==> src/rtl/fifo_pkg.sv <==
// Shared definitions for the synchronous FIFO and its read-side framer.
// Holds default widths, the data type and the output buffer states.
package fifo_pkg;

    localparam int DATA_W = 8;
    localparam int CNT_W  = 9;

    typedef logic [DATA_W-1:0] data_t;

    typedef enum logic [1:0] {
        S_EMPTY = 2'd0,
        S_ONE   = 2'd1,
        S_TWO   = 2'd2
    } buf_state_e;

endpackage

==> src/rtl/stream_buf2.sv <==
// Two-entry ordered skid buffer between the FIFO read port and the stream.
// The state encoding doubles as the occupancy count.
module stream_buf2 #(
    parameter int W = 8
) (
    input  logic         clk,
    input  logic         arst_n,
    input  logic         wr,
    input  logic [W-1:0] wr_data,
    input  logic         pop,
    output logic [1:0]   occ,
    output logic [W-1:0] head
);

    import fifo_pkg::*;

    buf_state_e   state;
    logic [W-1:0] tail;

    always_ff @(posedge clk or negedge arst_n) begin
        if (!arst_n) begin
            state <= S_EMPTY;
            head  <= '0;
            tail  <= '0;
        end else begin
            unique case (state)
                S_EMPTY: begin
                    if (wr) begin
                        head  <= wr_data;
                        state <= S_ONE;
                    end
                end
                S_ONE: begin
                    if (wr && pop) begin
                        head <= wr_data;
                    end else if (wr) begin
                        tail  <= wr_data;
                        state <= S_TWO;
                    end else if (pop) begin
                        state <= S_EMPTY;
                    end
                end
                S_TWO: begin
                    // A write here is only legal alongside a pop
                    if (pop) begin
                        head <= tail;
                        if (wr) tail <= wr_data;
                        else    state <= S_ONE;
                    end
                end
                default: state <= S_EMPTY;
            endcase
        end
    end

    assign occ = state;

endmodule

==> src/rtl/fifo_rd_framer.sv <==
// FIFO read-side framer: pops the FIFO under a credit limit, buffers the
// registered read data and emits it as a valid/ready stream in packets.
module fifo_rd_framer #(
    parameter int DATA_W    = fifo_pkg::DATA_W,
    parameter int PKT_LEN   = 16,
    parameter int CNT_W     = fifo_pkg::CNT_W,
    parameter int PKT_CNT_W = 16
) (
    input  logic                 clk,
    input  logic                 arst_n,
    input  logic                 en,
    input  logic                 fifo_empty,
    input  logic [DATA_W-1:0]    fifo_dout,
    output logic                 fifo_rd_en,
    output logic                 m_valid,
    input  logic                 m_ready,
    output logic [DATA_W-1:0]    m_data,
    output logic                 m_last,
    output logic [PKT_CNT_W-1:0] pkt_cnt,
    output logic                 busy
);

    import fifo_pkg::*;

    logic             inflight;
    logic             pop;
    logic [1:0]       occ;
    logic [2:0]       credit;
    logic [CNT_W-1:0] beat_cnt;

    assign pop = m_valid & m_ready;

    // Slots committed after this edge; pop frees one, so m_ready feeds rd_en
    assign credit = {1'b0, occ} + {2'b00, inflight} - {2'b00, pop};

    assign fifo_rd_en = arst_n & en & ~fifo_empty & (credit < 3'd2);

    always_ff @(posedge clk or negedge arst_n) begin
        if (!arst_n) inflight <= 1'b0;
        else         inflight <= fifo_rd_en;
    end

    stream_buf2 #(
        .W(DATA_W)
    ) u_buf (
        .clk     (clk),
        .arst_n  (arst_n),
        .wr      (inflight),
        .wr_data (fifo_dout),
        .pop     (pop),
        .occ     (occ),
        .head    (m_data)
    );

    assign m_valid = (occ != 2'd0);
    assign m_last  = m_valid & (beat_cnt == CNT_W'(PKT_LEN - 1));
    assign busy    = inflight | m_valid;

    always_ff @(posedge clk or negedge arst_n) begin
        if (!arst_n) begin
            beat_cnt <= '0;
            pkt_cnt  <= '0;
        end else if (pop) begin
            if (m_last) begin
                beat_cnt <= '0;
                pkt_cnt  <= pkt_cnt + 1'b1;
            end else begin
                beat_cnt <= beat_cnt + 1'b1;
            end
        end
    end

    ap_no_overflow: assert property (
        @(posedge clk) disable iff (!arst_n)
        !(inflight && occ == 2'd2 && !pop)
    );

    ap_no_underflow: assert property (
        @(posedge clk) disable iff (!arst_n)
        !(fifo_rd_en && fifo_empty)
    );

    ap_hold: assert property (
        @(posedge clk) disable iff (!arst_n)
        (m_valid && !m_ready) |=>
            (m_valid && $stable(m_data) && $stable(m_last))
    );

endmodule

==> config.mk <==
export PLATFORM = sky130hd
export DESIGN_NAME = fifo_rd_framer
export DESIGN_NICKNAME = d
export VERILOG_FILES = /design/src/rtl/fifo_pkg.sv /design/src/rtl/stream_buf2.sv /design/src/rtl/fifo_rd_framer.sv
export SDC_FILE = /design/constraint.sdc
export NUM_CORES = 1
export LEC_CHECK = 0
export ABC_CLOCK_PERIOD_IN_PS = 2290
export CAP_MARGIN = 10
export CORE_MARGIN = 5
export CORE_UTILIZATION = 23
export CTS_CLUSTER_SIZE = 30
export DETAILED_ROUTE_END_ITERATION = 10
export PLACE_DENSITY = 0.47
export SLEW_MARGIN = 25
export SYNTH_ARGS = -nofsm -noshare
export SYNTH_HDL_FRONTEND = slang
export SYNTH_SLANG_ARGS = --single-unit
==> constraint.sdc <==
create_clock -name clk -period 2.29 [get_ports clk]
set_clock_uncertainty 0.1 [all_clocks]
set_input_delay 0.458 -clock clk [delete_from_list [all_inputs] [get_ports clk]]
set_output_delay 0.458 -clock clk [all_outputs]
set_load 0.01 [all_outputs]
==> reports/metrics.yaml, run 1 <==
status: "finished, violations left"
violations: "negative setup slack"
seq_area_frac_synth_pct: 52.23
vias: 1500
finalHoldViolCount: 0
gr-total-overflow: 0
drt-total-wl_um: 4499
seq_power_share_pct: 51.8
hold_path.class: "in2async"
ys_seq_elements: 44
port-buffer-count: 40
grtUsageTotal_pct: 8.672
netlist_instances: 184
dr.first_iter.drc_count: 49
cp-startpoint: "u_buf.occ[0]"
boundaryPins: 41
grt_util_met2_pct: 13.98
combinationalPowerShare_pct: 20.8
cap_viol_max_count: 0
drv_slew: 0
clock_latency_ps: 300
path_class: "reg2out"
syn_area_per_cell_um2: 11.46
yosys.area_share.simple_pct: 21.54
cts_tree: "built"
fin_nets: 258
synthAdderAreaFrac_pct: 2.136
num_antenna_cells: 0
die_w_um: 105.7
cp.arrival_ps: 1850
nFillCells: 939
drcViolationCount: 0
synth.most_common_cell: "dfrtp_1"
yosysTopAreaCell: "dfrtp_1"
synthTopCellsByArea: "dfrtp_1 52%, xor2_1 5.4%, mux2i_1 3.8%, xnor2_1 3.7%, nand2_1 3.6%"
regArea_um2: 1101
cts_buffers: 5
rr_worst_depth: 6
ant_nets: 0
dieArea_um2: 11180
synth_compound_area_share_pct: 4.688
drt_first_pass_iters: 4
coreArea_um2: 9109
gp_congestion: 0.7263
dp_hpwl_um: 3273
grt_max_degree: 45
synth_top_family_by_area: "simple AND/OR/NAND/NOR gates"
clock-root-buffer: "clkbuf_8"
met1_usage_pct: 11.18
synth_xor_area_share_pct: 9.139
worst_slack_ps: -119.5
vias_per_cell: 4.237
netlist-cell-type-count: 37
htreeDepth: 2
drive_gt1_share_pct: 19.34
finalPower_w: 0.001919
finalSetupTns_ps: -119.5
cts_hold_buf: 0
synth_enable_flop_cells: 0
post-route-period-util_pct: 105.2
clock_power_share_pct: 27.3
synth_nets: 200
busiest_layer: "met2"
synth_top_area_share_pct: 52.23
ys_async_sr_fraction_pct: 100.0
startpoint_type: "register"
syn2layout_area_growth_pct: 35.31
initial_utilization_pct: 23.15
p_sw_share_pct: 27.88
finalSetupViolCount: 1
timing.rr.end: "beat_cnt[4]"
worstPathMaxFanout: 3
clkSinkCount: 44
required_ps: 1730
grt_pass1_wl_um: 7734
fin_crit_ps: 2410
peakVddDrop_v: 0.0002298
leakage_nw: 1.336
cp-endpoint: "fifo_rd_en"
grt_setup_unrepaired: "true"
power.density_nw_per_um2: 672.7
cp-end-kind: "output pin"
synth_commonest_cells: "44 x dfrtp_1, 20 x nand2_1, 16 x nor2_1"
muxShareOfSynthArea_pct: 8.605
clockBufferDepth: 2
die_y_um: 105.7
ys.flop_type: "dfrtp_1"
wl_per_cell_um: 12.71
antenna_found_initial: 0
r2r_start: "u_buf.occ[0]"
intPower_w: 0.001384
multi_input_area_um2: 975.9
rows: 35
grt_pass1_vias: 1606
tightestPinTransition_ps: 580.0
grt_util_met3_pct: 1.960
timing.fmax_ghz: 0.4150
cts.clk_slew.worst_paths_ps: 80
ys_warn_count: 0
syn_area_um2: 2108
p_sw_w: 0.0005350
reg2reg_slack_ps: 520
relSlewSlack_pct: 61.33
## critical path: stages, from the launching register on
cell and delay [ps]:
dfrtp_1 390, and3b_2 260, o21ai_1 80, fa_1 480, nand4b_1 80, nor2_1 120, buf_2 140
## power groups by stage
stage	Clock (W)	Sequential, W	Combinational, W
floorplan	0	0.00102	0.000173
global placement	0	0.00101	0.000401
detailed placement	0	0.00102	0.000406
CTS	0.000557	0.000998	0.000406
global route	0.000589	0.00101	0.000448
finish	0.000524	0.000995	0.000400
## cell usage in the layout (no fill, tap or decap), types with 2 or more instances in the layout
cell              n
nor2_1           16
nand3_2           2
o22ai_1           2
mux2_2            4
buf_4            14
nand4_1           3
clkdlybuf4s50_1  34
clkdlybuf4s15_1   2
or3_1             2
mux2_1            5
and3_1            2
clkinvlp_4        2
mux2i_1           8
nor4_2            6
and3_2            3
a21oi_1           9
nand2_1          20
xor2_1           13
dfrtp_1          44
nand3_1           3
inv_1             3
nor3_1            4
ha_1              2
nor2b_1           2
clkbuf_8          6
nand2b_1          3
buf_2             2
xnor2_1           9
## worst min-delay path by stage
stage	slack, ps	depth (start not counted)	end
floorplan	60	0	beat_cnt[0]
global placement	360	1	pkt_cnt[15]
detailed placement	380	1	u_buf.tail[1]
CTS	190	2	beat_cnt[8]
global route	220	2	u_buf.head[4]
finish	160	2	inflight
## flip-flops by register name, summed over array words and instances, names as in the netlist
signal and count:
u_buf.head 8, beat_cnt 9, pkt_cnt 16, u_buf.tail 8
inflight 1, u_buf.occ 2
## per-layer routing
layer	wire length, µm	up-vias
li1	-	750
met1	2104	719
met2	2159	24
met4	77	0
met3	157	7
met5	0	-
## cell families (layout without fill, tap and decap cells)
group,count (synthesis),in the layout
simple gates,73,73
xor+xnor,22,22
buf+inv,8,67
mux,17,17
fa+ha+maj,3,3
flops,44,44
compound gates,17,17
## final cells by class
cell class	instances	area share (%)
Sequential cell	44	38.60
Multi-Input combinational cell	132	34.21
Timing Repair Buffer	56	18.51
Tap cell	111	4.868
Clock buffer	6	2.895
Clock inverter	2	0.5263
Inverter	3	0.3947
## metrics by stage
stage | util, % | setup slack (ps) | hold WS, ps | instance area (µm²) | instances
finish | 31.32 | -119.5 | 156.9 | 2853 | 354
global route | 31.32 | -237.6 | 223.0 | 2853 | 354
CTS | 31.17 | -159.5 | 189.3 | 2839 | 353
detailed placement | 30.12 | -791.4 | 380.2 | 2744 | 345
global placement | 30.12 | -774.5 | 360.7 | 2744 | 345
floorplan | - | 37.92 | 62.41 | 2108 | 184
## what timing repair did
item / in CTS / in global routing
buffers inserted: 0 / 1
pin swaps: 2 / 0
endpoints found under the setup margin: 3 / 3
resized for setup: 11 / 3
cloned: 0 / 0
(Power assumes the default switching activity.)
==> inputs of run 2 (changes only) <==
--- a/config.mk
+++ b/config.mk
@@ -11,6 +11,7 @@
 export CORE_UTILIZATION = 23
 export CTS_CLUSTER_SIZE = 30
 export DETAILED_ROUTE_END_ITERATION = 10
+export GPL_TIMING_DRIVEN = 0
 export PLACE_DENSITY = 0.47
 export SLEW_MARGIN = 25
 export SYNTH_ARGS = -nofsm -noshare
==> reports/metrics.yaml, run 2 (synthesis gave the netlist of run 1 again) <==
finalPower_w: 0.001975  # +2.9%
wl_per_cell_um: 12.96  # +2.0%
die_w_um: 105.7  # unchanged
largestRegisters: "pkt_cnt x16, beat_cnt x9"
largest_register_ffs: 16  # unchanged
drive_gt1_share_pct: 18.99  # -0.35 points
clock_latency_ps: 300  # about the same
pre_cts_ws_ps: -1104  # -312.7 ps
wl_met2_um: 2190  # +1.4%
leakage_nw: 1.295  # -3.1%
hold_path.class: "in2async"
cp-end-kind: "output pin"
dieArea_um2: 11180  # unchanged
grt_max_degree: 46  # +2.2%
nFillCells: 968  # +3.1%
largest-register: "pkt_cnt"
startpoint_type: "register"
worst_slack_ps: -254.1  # -134.6 ps
vias_per_cell: 4.284  # +1.1%
syn2layout_area_growth_pct: 32.70
coreArea_um2: 9109  # unchanged
initial_utilization_pct: 23.15  # unchanged
finalSetupViolCount: 1  # unchanged
timing.fmax_ghz: 0.3931  # -5.3%
fin_nets: 252  # -2.3%
die_y_um: 105.7  # unchanged
drcViolationCount: 0  # unchanged
status: "finished, violations left"
post-route-period-util_pct: 111.1  # +5.9 points
ant_nets: 0  # unchanged
num_antenna_cells: 0  # unchanged
cts_tree: "built"
relSlewSlack_pct: 56.99  # -4.3 points
grtUsageTotal_pct: 8.334  # -0.34 points
vias: 1491  # -0.60%
clock-root-buffer: "clkbuf_8"
rows: 35  # unchanged
tightestPinTransition_ps: 643.8  # +63.80 ps
grt_setup_unrepaired: "true"
cap_viol_max_count: 0  # unchanged
boundaryPins: 41  # unchanged
clockBufferDepth: 2  # unchanged
violations: "negative setup slack"
drv_slew: 0  # unchanged
dr.max_layer_used: "met4"
power.density_nw_per_um2: 705.8  # +4.9%
worstPathMaxFanout: 4  # +1
cts_buffers: 5  # unchanged
mostFrequentLayoutCell: "dfrtp_1"
dr.first_iter.drc_count: 23  # -53%
drt-total-wl_um: 4510  # +0.24%
gr-total-overflow: 0  # unchanged
htreeDepth: 2  # unchanged
required_ps: 1730  # about the same
cts.clk_slew.worst_paths_ps: 80  # about the same
cts_hold_buf: 0  # unchanged
drt_first_pass_iters: 4  # unchanged
path_class: "reg2out"
clkSinkCount: 44  # unchanged
fin_crit_ps: 2544  # +134.6 ps
cp.arrival_ps: 1990  # +140 ps
drt-met1-wl_um: 2094  # -0.48%
dp_hpwl_um: 3207  # -2.0%
finalHoldViolCount: 0  # unchanged
grt_pass1_vias: 1544  # -3.9%
peakVddDrop_v: 0.0003217  # +40%
port-buffer-count: 40  # unchanged
final_cell_mix: "43 x dfrtp_1, 34 x clkdlybuf4s50_1, 20 x nand2_1"
gp_congestion: 0.7395  # +1.8%
antenna_found_initial: 0  # unchanged
dr_wl_met3_um: 163  # +3.8%
grt_pass1_wl_um: 7479  # -3.3%
-- run 2: where the power goes --
| group | switching, W | total, W | internal (W) | leakage, nW |
|---|---|---|---|---|
| Combinational | 0.000169 | 0.000384 | 0.000215 | 0.682 |
| Clock | 0.000272 | 0.000595 | 0.000323 | 0.0541 |
| Sequential | 0.0000850 | 0.000995 | 0.000911 | 0.559 |
| Total | 0.000526 | 0.00197 | 0.00145 | 1.29 |
-- run 2: cell type report --
class / instances / area (µm²) / share of cell area (%)
plain buffers: 5 / 36.28 / 1.297
clock buffers: 5 / 68.82 / 2.460
clock inverters: 3 / 42.54 / 1.521
inverters: 3 / 11.26 / 0.4025
multi-input cells: 132 / 979.7 / 35.02
flip-flops and latches: 44 / 1102 / 39.40
well taps: 111 / 138.9 / 4.964
repair buffers: 45 / 417.9 / 14.94
-- run 2: worst paths after layout --
path                                    from             to  slack (ps)  cells past startpoint
worst max-delay path            u_buf.occ[1]     fifo_rd_en        -250                      7
worst min-delay path                  arst_n  u_buf.head[7]          60                      1
worst max register to register  u_buf.occ[1]  u_buf.head[6]         220                      7
worst min register to register   pkt_cnt[15]    pkt_cnt[15]         380                      1
max in group asynchronous             arst_n   u_buf.occ[0]        1600                      1
min in group clk                 pkt_cnt[15]    pkt_cnt[15]         380                      1
-- run 2: metrics by stage --
stage / area [µm²] / setup TNS, ps / util (%) / cells / hold WS, ps
4_1_cts: 2805 / -293.9 / 30.80 / 348 / 75.76
2_1_floorplan: 2108 / 0 / - / 184 / 62.41
5_1_grt: 2798 / -373.6 / 30.71 / 348 / 98.81
6_report: 2798 / -254.1 / 30.71 / 348 / 57.47
3_3_place_gp: 2648 / -35420 / 29.07 / 335 / 357.9
3_5_place_dp: 2645 / -2908 / 29.04 / 335 / 381.0
-- run 2: worst max-delay path, stage by stage, from the launching register on --
cell and delay (ps):
dfrtp_1 400, buf_6 120, and3b_1 170, buf_6 130
fa_1 510, nand4b_1 100, nor2_2 120, buf_2 140
-- run 2: repair_timing --
action | in CTS | in global routing
setup endpoints to repair | 3 | 2
gates resized for setup | 18 | 3
pin swaps | 2 | 0
setup buffers | 5 | 0
-- run 2: metal layers --
| layer | track usage (%) | up-vias |
|---|---|---|
| met1 | 10.53 | 723 |
| li1 | - | 740 |
| met2 | 13.75 | 24 |
| met3 | 1.898 | 4 |
| met5 | 0 | - |
| met4 | 3.330 | 0 |
